==> src/rtl/stack_unit.sv <==
// ---------------------------------------------------------------------------
// stack_unit
// Operand stack for the stack-machine datapath. Executes push/pop/tos
// strobes from the multicycle controller against a LIFO register file and
// returns the top of stack through a registered output to the operand latches.
//
// Ports:
//   clk      - system clock, all state updates on the rising edge
//   rst      - asynchronous, active-low reset
//   push     - push strobe (din written on top)
//   pop      - pop strobe (top discarded)
//   tos      - capture current (pre-edge) top into dout
//   din      - data to push
//   err_clr  - synchronous clear of the sticky ovf/unf flags
//   dout     - registered top-of-stack value
//   count    - current occupancy, 0..DEPTH
//   empty    - count == 0
//   full     - count == DEPTH
//   ovf      - sticky: push attempted while full
//   unf      - sticky: pop or tos attempted while empty
// ---------------------------------------------------------------------------
module stack_unit #(
    parameter  int WIDTH = 8,
    parameter  int DEPTH = 16,
    localparam int CW    = $clog2(DEPTH + 1)
) (
    input  logic             clk,
    input  logic             rst,
    input  logic             push,
    input  logic             pop,
    input  logic             tos,
    input  logic [WIDTH-1:0] din,
    input  logic             err_clr,
    output logic [WIDTH-1:0] dout,
    output logic [CW-1:0]    count,
    output logic             empty,
    output logic             full,
    output logic             ovf,
    output logic             unf
);

    localparam int AW = (DEPTH > 1) ? $clog2(DEPTH) : 1;

    logic [WIDTH-1:0] mem [DEPTH];

    logic [AW-1:0] topIdx;
    logic [AW-1:0] wrIdx;
    logic          doPush;
    logic          doPop;
    logic          doReplace;
    logic          setOvf;
    logic          setUnf;

    assign empty = (count == '0);
    assign full  = (count == CW'(DEPTH));

    // topIdx is only used when the stack is non-empty and wrIdx only when it
    // is not full, so both truncations stay inside 0..DEPTH-1.
    assign topIdx = AW'(count - CW'(1));
    assign wrIdx  = AW'(count);

    assign doPush    = push & ~pop & ~full;
    assign doPop     = pop & ~push & ~empty;
    assign doReplace = push & pop & ~empty;

    // A pop on an empty stack (with or without push) and a tos on an empty
    // stack both flag underflow; push-only on a full stack flags overflow.
    assign setOvf = push & ~pop & full;
    assign setUnf = empty & (pop | tos);

    // Storage is deliberately not reset; entries above count are never read.
    always_ff @(posedge clk) begin
        if (doPush) begin
            mem[wrIdx] <= din;
        end else if (doReplace) begin
            mem[topIdx] <= din;
        end
    end

    // Occupancy, output register and sticky flags. Every decision uses the
    // pre-edge count and mem, so tos+pop returns the value being popped and
    // tos+push returns the old top rather than din.
    always_ff @(posedge clk or negedge rst) begin
        if (!rst) begin
            count <= '0;
            dout  <= '0;
            ovf   <= 1'b0;
            unf   <= 1'b0;
        end else begin
            if (doPush) begin
                count <= count + CW'(1);
            end else if (doPop) begin
                count <= count - CW'(1);
            end

            if (tos) begin
                dout <= empty ? '0 : mem[topIdx];
            end

            // Setting conditions take priority over err_clr.
            if (setOvf) begin
                ovf <= 1'b1;
            end else if (err_clr) begin
                ovf <= 1'b0;
            end

            if (setUnf) begin
                unf <= 1'b1;
            end else if (err_clr) begin
                unf <= 1'b0;
            end
        end
    end

endmodule

==> config.mk <==
export PLATFORM = sky130hd
export DESIGN_NAME = stack_unit
export DESIGN_NICKNAME = d
export VERILOG_FILES = /design/src/rtl/stack_unit.sv
export SDC_FILE = /design/constraint.sdc
export NUM_CORES = 1
export LEC_CHECK = 0
export ABC_AREA = 0
export CAP_MARGIN = 15
export CORE_MARGIN = 4
export CORE_UTILIZATION = 45
export CTS_CLUSTER_SIZE = 8
export DETAILED_ROUTE_END_ITERATION = 8
export GPL_TIMING_DRIVEN = 0
export PLACE_DENSITY = 0.67
export SLEW_MARGIN = 40
export SYNTH_ARGS = -nofsm -noshare
export SYNTH_HDL_FRONTEND = slang
export SYNTH_SLANG_ARGS = --single-unit
==> constraint.sdc <==
create_clock -name clk -period 7.2 [get_ports clk]
set_input_delay 2.16 -clock clk [delete_from_list [all_inputs] [get_ports clk]]
set_output_delay 2.16 -clock clk [all_outputs]
set_load 0.02 [all_outputs]
======== Yosys cells after proc, flatten, opt, wreduce, memory -nomap -nowiden ========
Memory sizes are Yosys's and may differ from the RTL's.
Cells that the tools add are included.
W data, S select, Z words.
word-level totals
  register bits after elaboration ......... 15
  bits in latches ......................... 0
  RAM bits ................................ 128
  bits in read-only memories .............. 0
  input port bits ......................... 14
  output and inout port bits .............. 17
  word-level logic and storage cells ...... 40
  memories kept ........................... 1
memories
  name  depth  bits a word  rd ports  clocked after memory_dff  write ports  line  source
  mem   16     8            1         0                         1            44    logic [WIDTH-1:0] mem [DEPTH];
operators by class
  add/subtract/negate cells ............... 2
  $mul .................................... 0
  div/mod/pow operators ................... 0
  order comparisons ....................... 0
  equal/unequal tests ..................... 1
  shift operators ......................... 0
  muxes and demuxes ....................... 14
  bitwise operators ....................... 13
  reductions and logical operators ........ 5
operators with widths
  kind                   count
  $mux W8                2
  $mux W5                2
  $mux W1                9
  $and A1 B1 Y1          8
  $reduce_or A8 Y1       1
  $reduce_bool A2 Y1     3
  $add A5 B1 Y5 const B  1
  $eq A5 B5 Y1 const B   1
  $logic_not A5 Y1       1
  $sub A5 B1 Y5 const B  1
  $mux W4                1
  $not A1 Y1             4
  $or A1 B1 Y1           1

======== Logic depth before layout (Yosys ltp) ========
  depth in word-level cells ............... 8
  mapped depth ............................ 12
  depth with buffers taken out ............ 7

======== Worst setup path after synthesis ========
No wires, ideal clock.
  path type ............................... register -> output
  from .................................... register count[0]
  to ...................................... output full
  arrival time ............................ 2.234 ns
  required time ........................... 5.040 ns
  slack ................................... 2.806 ns
  cell stages (with the launch flop) ...... 8
  buffers on the path ..................... 4
  path through ............................ dfrtp_1 buf_4 buf_6 buf_6 inv_1 ha_1 buf_4 nor4bb_1
between the ends
  cells in the longest elaborated chain, start to end .. 1
ends and longest elaborated chain
  item                      line  source
  start: declaration        35    output logic [CW-1:0] count,
  start signal: assignment  91    count <= count + CW'(1);
  start signal: assignment  93    count <= count - CW'(1);
  $eq A5 B5 Y1              55    assign full = (count == CW'(DEPTH));
  end: declaration          37    output logic full,
No other way between the ends.

======== Final worst setup path ========
  from .................................... register count[0]
  to ...................................... output empty
between the ends
  cells in the longest elaborated chain, start to end .. 1
ends and longest elaborated chain
  item              line  source
  $logic_not A5 Y1  54    assign empty = (count == '0);
  end: declaration  36    output logic empty,
No other way between the ends.

==> flow_summary_export.csv <==
group,metric,value,unit
clock_network,clk_pin_slew_worst_paths,0.06,ns
clock_network,clkSinkCount,143,
global_route,grt_first_pass_wirelength,18.9,mm
clock_network,ctsResizeCount,0,
cells_and_area,antennaDiodeCount,0,
critical_path,timing.rr.start,"count[0]$_DFFE_PN0P_",
sta,timing.final.crit_share,0.749,
drt,wl_per_cell,22.1,µm
power,seq_power_share,0.331,
drt,drtPass1Iterations,5,
sta,final_hold_viol_count,0,
power,power_switching,1.04,mW
synthesis,avgSynthCellArea,18.5,µm²
worst_hold_path,holdPathEnd,"ovf$_DFFE_PN0P_",
critical_path,cp_max_fo,10,
sta,setup_violations,0,
worst_hold_path,holdPathStages,2,
critical_path,end_kind,"primary output",
floorplan,num_io_pins,31,
cells_and_area,fillers,999,
power,pwr-share-clk,0.281,
synthesis,netlist_top_cells_area,"edfxtp_1 64%, mux4_2 12%, dfrtp_1 6.3%, mux2i_1 1.8%, mux2_2 1.5%",
critical_path,crit_path_start_kind,"register",
power,peakVddDrop,198,µV
critical_path,critPathArrivalTime,3.23,ns
synthesis,ys_seq_elements,143,
cells_and_area,drive_gt1_frac,0.288,
global_route,grt_max_degree,17,
clock_network,hold_buffers,0,
clock_network,clk_latency,0.43,ns
synthesis,synth_edf_count,128,
global_route,grt_overflow,0,
clock_network,cts_tree,"done",
sta,finClkSkew,0.00920,ns
synthesis,yosysTopAreaCellShare,0.643,
drt,viasPerCell,5.69,
clock_network,cts_root_buffer,"clkbuf_16",
synthesis,ys_warn_count,0,
floorplan,rows,41,
synthesis,syn_nets,339,
synthesis,syn_inst,323,
sta,drv_slew,0,
synthesis,ys_seq_area_frac,0.706,
critical_path,r2r-end,"mem[1][7]$_DFFE_PP_",
place,gp_congestion,0.821,
floorplan,fp.coreArea,12800,µm²
cells_and_area,nets,388,
worst_hold_path,hp-class,"reg2reg",
synthesis,yosys.cell_types.count,48,
sta,grt_setup_unrepaired,"no",
global_route,grt_usage,0.178,
cells_and_area,areaGrowthSynthToFinish,19.7,%
floorplan,die_h,123,µm
drt,wl,12.3,mm
floorplan,dieArea,15200,µm²
global_route,grt_pass1_vias,3152,
clock_network,cts_made_buffers,17,
drt,via_count,3168,
global_route,antenna_found_initial,0,
floorplan,initial_core_util,0.466,
worst_hold_path,min_from,"ovf$_DFFE_PN0P_",
power,power.internal,2.20,mW
drt,first_iter_violations,237,
clock_network,postCtsSetupBuffers,0,
critical_path,r2r_cells,10,
synthesis,synthFlopType,"edfxtp_1",
power,leakage,2.37,nW
synthesis,netlist_area,5980,µm²
sta,fin_crit,5.39,ns
drt,antenna_left,0,
power,finalPower,3.25,mW
power,switching_share,0.321,
sta,tightest_slew,0.751,ns
power,powerDensity,453,nW/µm²
clock_network,clk_path_buf_depth,2,
sta,fmax,186,MHz
place,hpwlAfterDp,8.01,mm
synthesis,synth_top_area_cell,"edfxtp_1",
critical_path,crit_type,"reg2out",
sta,setup_tns,0,ns
synthesis,async_flop_share,0.105,
floorplan,die_w,123,µm
place,io_buffers,30,
critical_path,critPathRequiredTime,5.04,ns
job,maxCapViolCount,0,
drt,drc,0,
sta,relSlewSlack,0.494,
run_status,status,"finished, final reports clean",
clock_network,h-tree-depth,4,
power,p_comb_frac,0.388,
critical_path,r2r_slack,3.53,ns
cell usage in the layout, fill, tap and decap left out, types with 2 or more instances in the layout:
cell type	Yosys	routed
o21ai_0	6	6
edfxtp_1	128	128
ha_1	2	2
o22ai_1	2	2
clkbuf_1	5	6
a21oi_2	0	4
dfrtp_1	15	15
nor4b_1	2	2
clkinv_4	1	3
a21oi_1	7	3
buf_4	4	4
mux4_2	32	32
nor2_1	23	11
buf_2	4	5
nor2_2	1	13
nand2_1	10	10
nor3_1	3	3
nor4_1	3	3
a221oi_1	6	6
a22oi_2	2	2
xnor2_1	4	4
mux2_2	8	8
mux2i_1	11	11
clkdlybuf4s50_1	0	29
inv_1	6	6
nor2b_1	3	3
clkinv_2	0	5
clkbuf_16	0	17
clkbuf_8	0	2
bufinv_16	0	4
nand3_1	3	3
buf_6	6	6
nand3b_1	2	2
nand2b_1	2	2
a31oi_1	3	3
routing by layer:
metal  vias up  GRT usage  part of all wire
li1       1406          -                 -
met1      1626      0.249              0.44
met2       119      0.261              0.48
met3        17     0.0572             0.060
met4         0     0.0699             0.019
met5         -          0                 0
worst max path at each step:
stage	from	end
2_1_floorplan	count[0]$_DFFE_PN0P_	full
3_3_place_gp	count[0]$_DFFE_PN0P_	empty
3_5_place_dp	count[0]$_DFFE_PN0P_	empty
4_1_cts	count[0]$_DFFE_PN0P_	empty
5_1_grt	count[0]$_DFFE_PN0P_	empty
6_report	count[0]$_DFFE_PN0P_	empty
critical path: stages, from the launching register on:
cell and delay [ns]:
dfrtp_1 0.40, buf_4 0.20, buf_6 0.18, buf_6 0.16
inv_1 0.14, ha_1 0.17, buf_4 0.19, or4b_1 0.49
buf_6 0.17, clkinv_4 0.09, clkdlybuf4s50_1 0.61
sequential cells by signal, summed over array words and instances, names as in the netlist:
signal / count
dout: 8
unf: 1
count: 5
ovf: 1
mem: 128
cell type report:
type,instances,area [µm²],share of cell area
plain buffers,19,136,0.0191
clock buffers,20,457,0.0638
clock inverters,12,166,0.0232
inverters,7,31.3,0.00437
multi-input cells,154,1640,0.229
flip-flops and latches,143,4220,0.589
well taps,172,215,0.0301
repair buffers,30,295,0.0413
stage by stage:
step	setup slack, ns	hold slack [ns]	util	cells	instance area, µm²
floorplan	2.81	0.606	-	323	5980
global placement	2.31	0.515	0.506	525	6490
detailed placement	2.29	0.517	0.508	525	6520
CTS	1.82	0.529	0.557	557	7140
global route	1.68	0.568	0.558	557	7160
finish	1.81	0.528	0.558	557	7160
cell usage after synthesis (2+ instances only):
cell,count
mux2_2,8
xnor2_1,4
a31oi_1,3
dfrtp_1,15
mux2i_1,11
nor3_1,3
a221oi_1,6
buf_2,4
nor4b_1,2
nand2b_1,2
o22ai_1,2
edfxtp_1,128
clkbuf_1,5
nand3b_1,2
nor2_1,23
nand3_1,3
nand2_1,10
mux4_2,32
a22oi_2,2
nor2b_1,3
inv_1,6
o21ai_0,6
a21oi_1,7
buf_4,4
ha_1,2
nor4_1,3
buf_6,6
power groups by stage:
stage | clock network, mW | logic, mW | registers, mW
2_1_floorplan | 0 | 0.847 | 1.12
3_3_place_gp | 0 | 1.25 | 1.08
3_5_place_dp | 0 | 1.26 | 1.09
4_1_cts | 0.923 | 1.27 | 1.07
5_1_grt | 0.958 | 1.37 | 1.08
6_report | 0.912 | 1.26 | 1.07
cells by family (layout without fill, tap and decap cells):
kind of cell | count (synthesis) | in the layout | synth area share
xor+xnor | 5 | 5 | 0.0105
simple gates | 60 | 60 | 0.0540
compound gates | 36 | 36 | 0.0437
fa+ha+maj | 2 | 2 | 0.00418
flops | 143 | 143 | 0.706
mux | 51 | 51 | 0.154
buf+inv | 26 | 88 | 0.0280
Power figures use the tool's default switching activity.
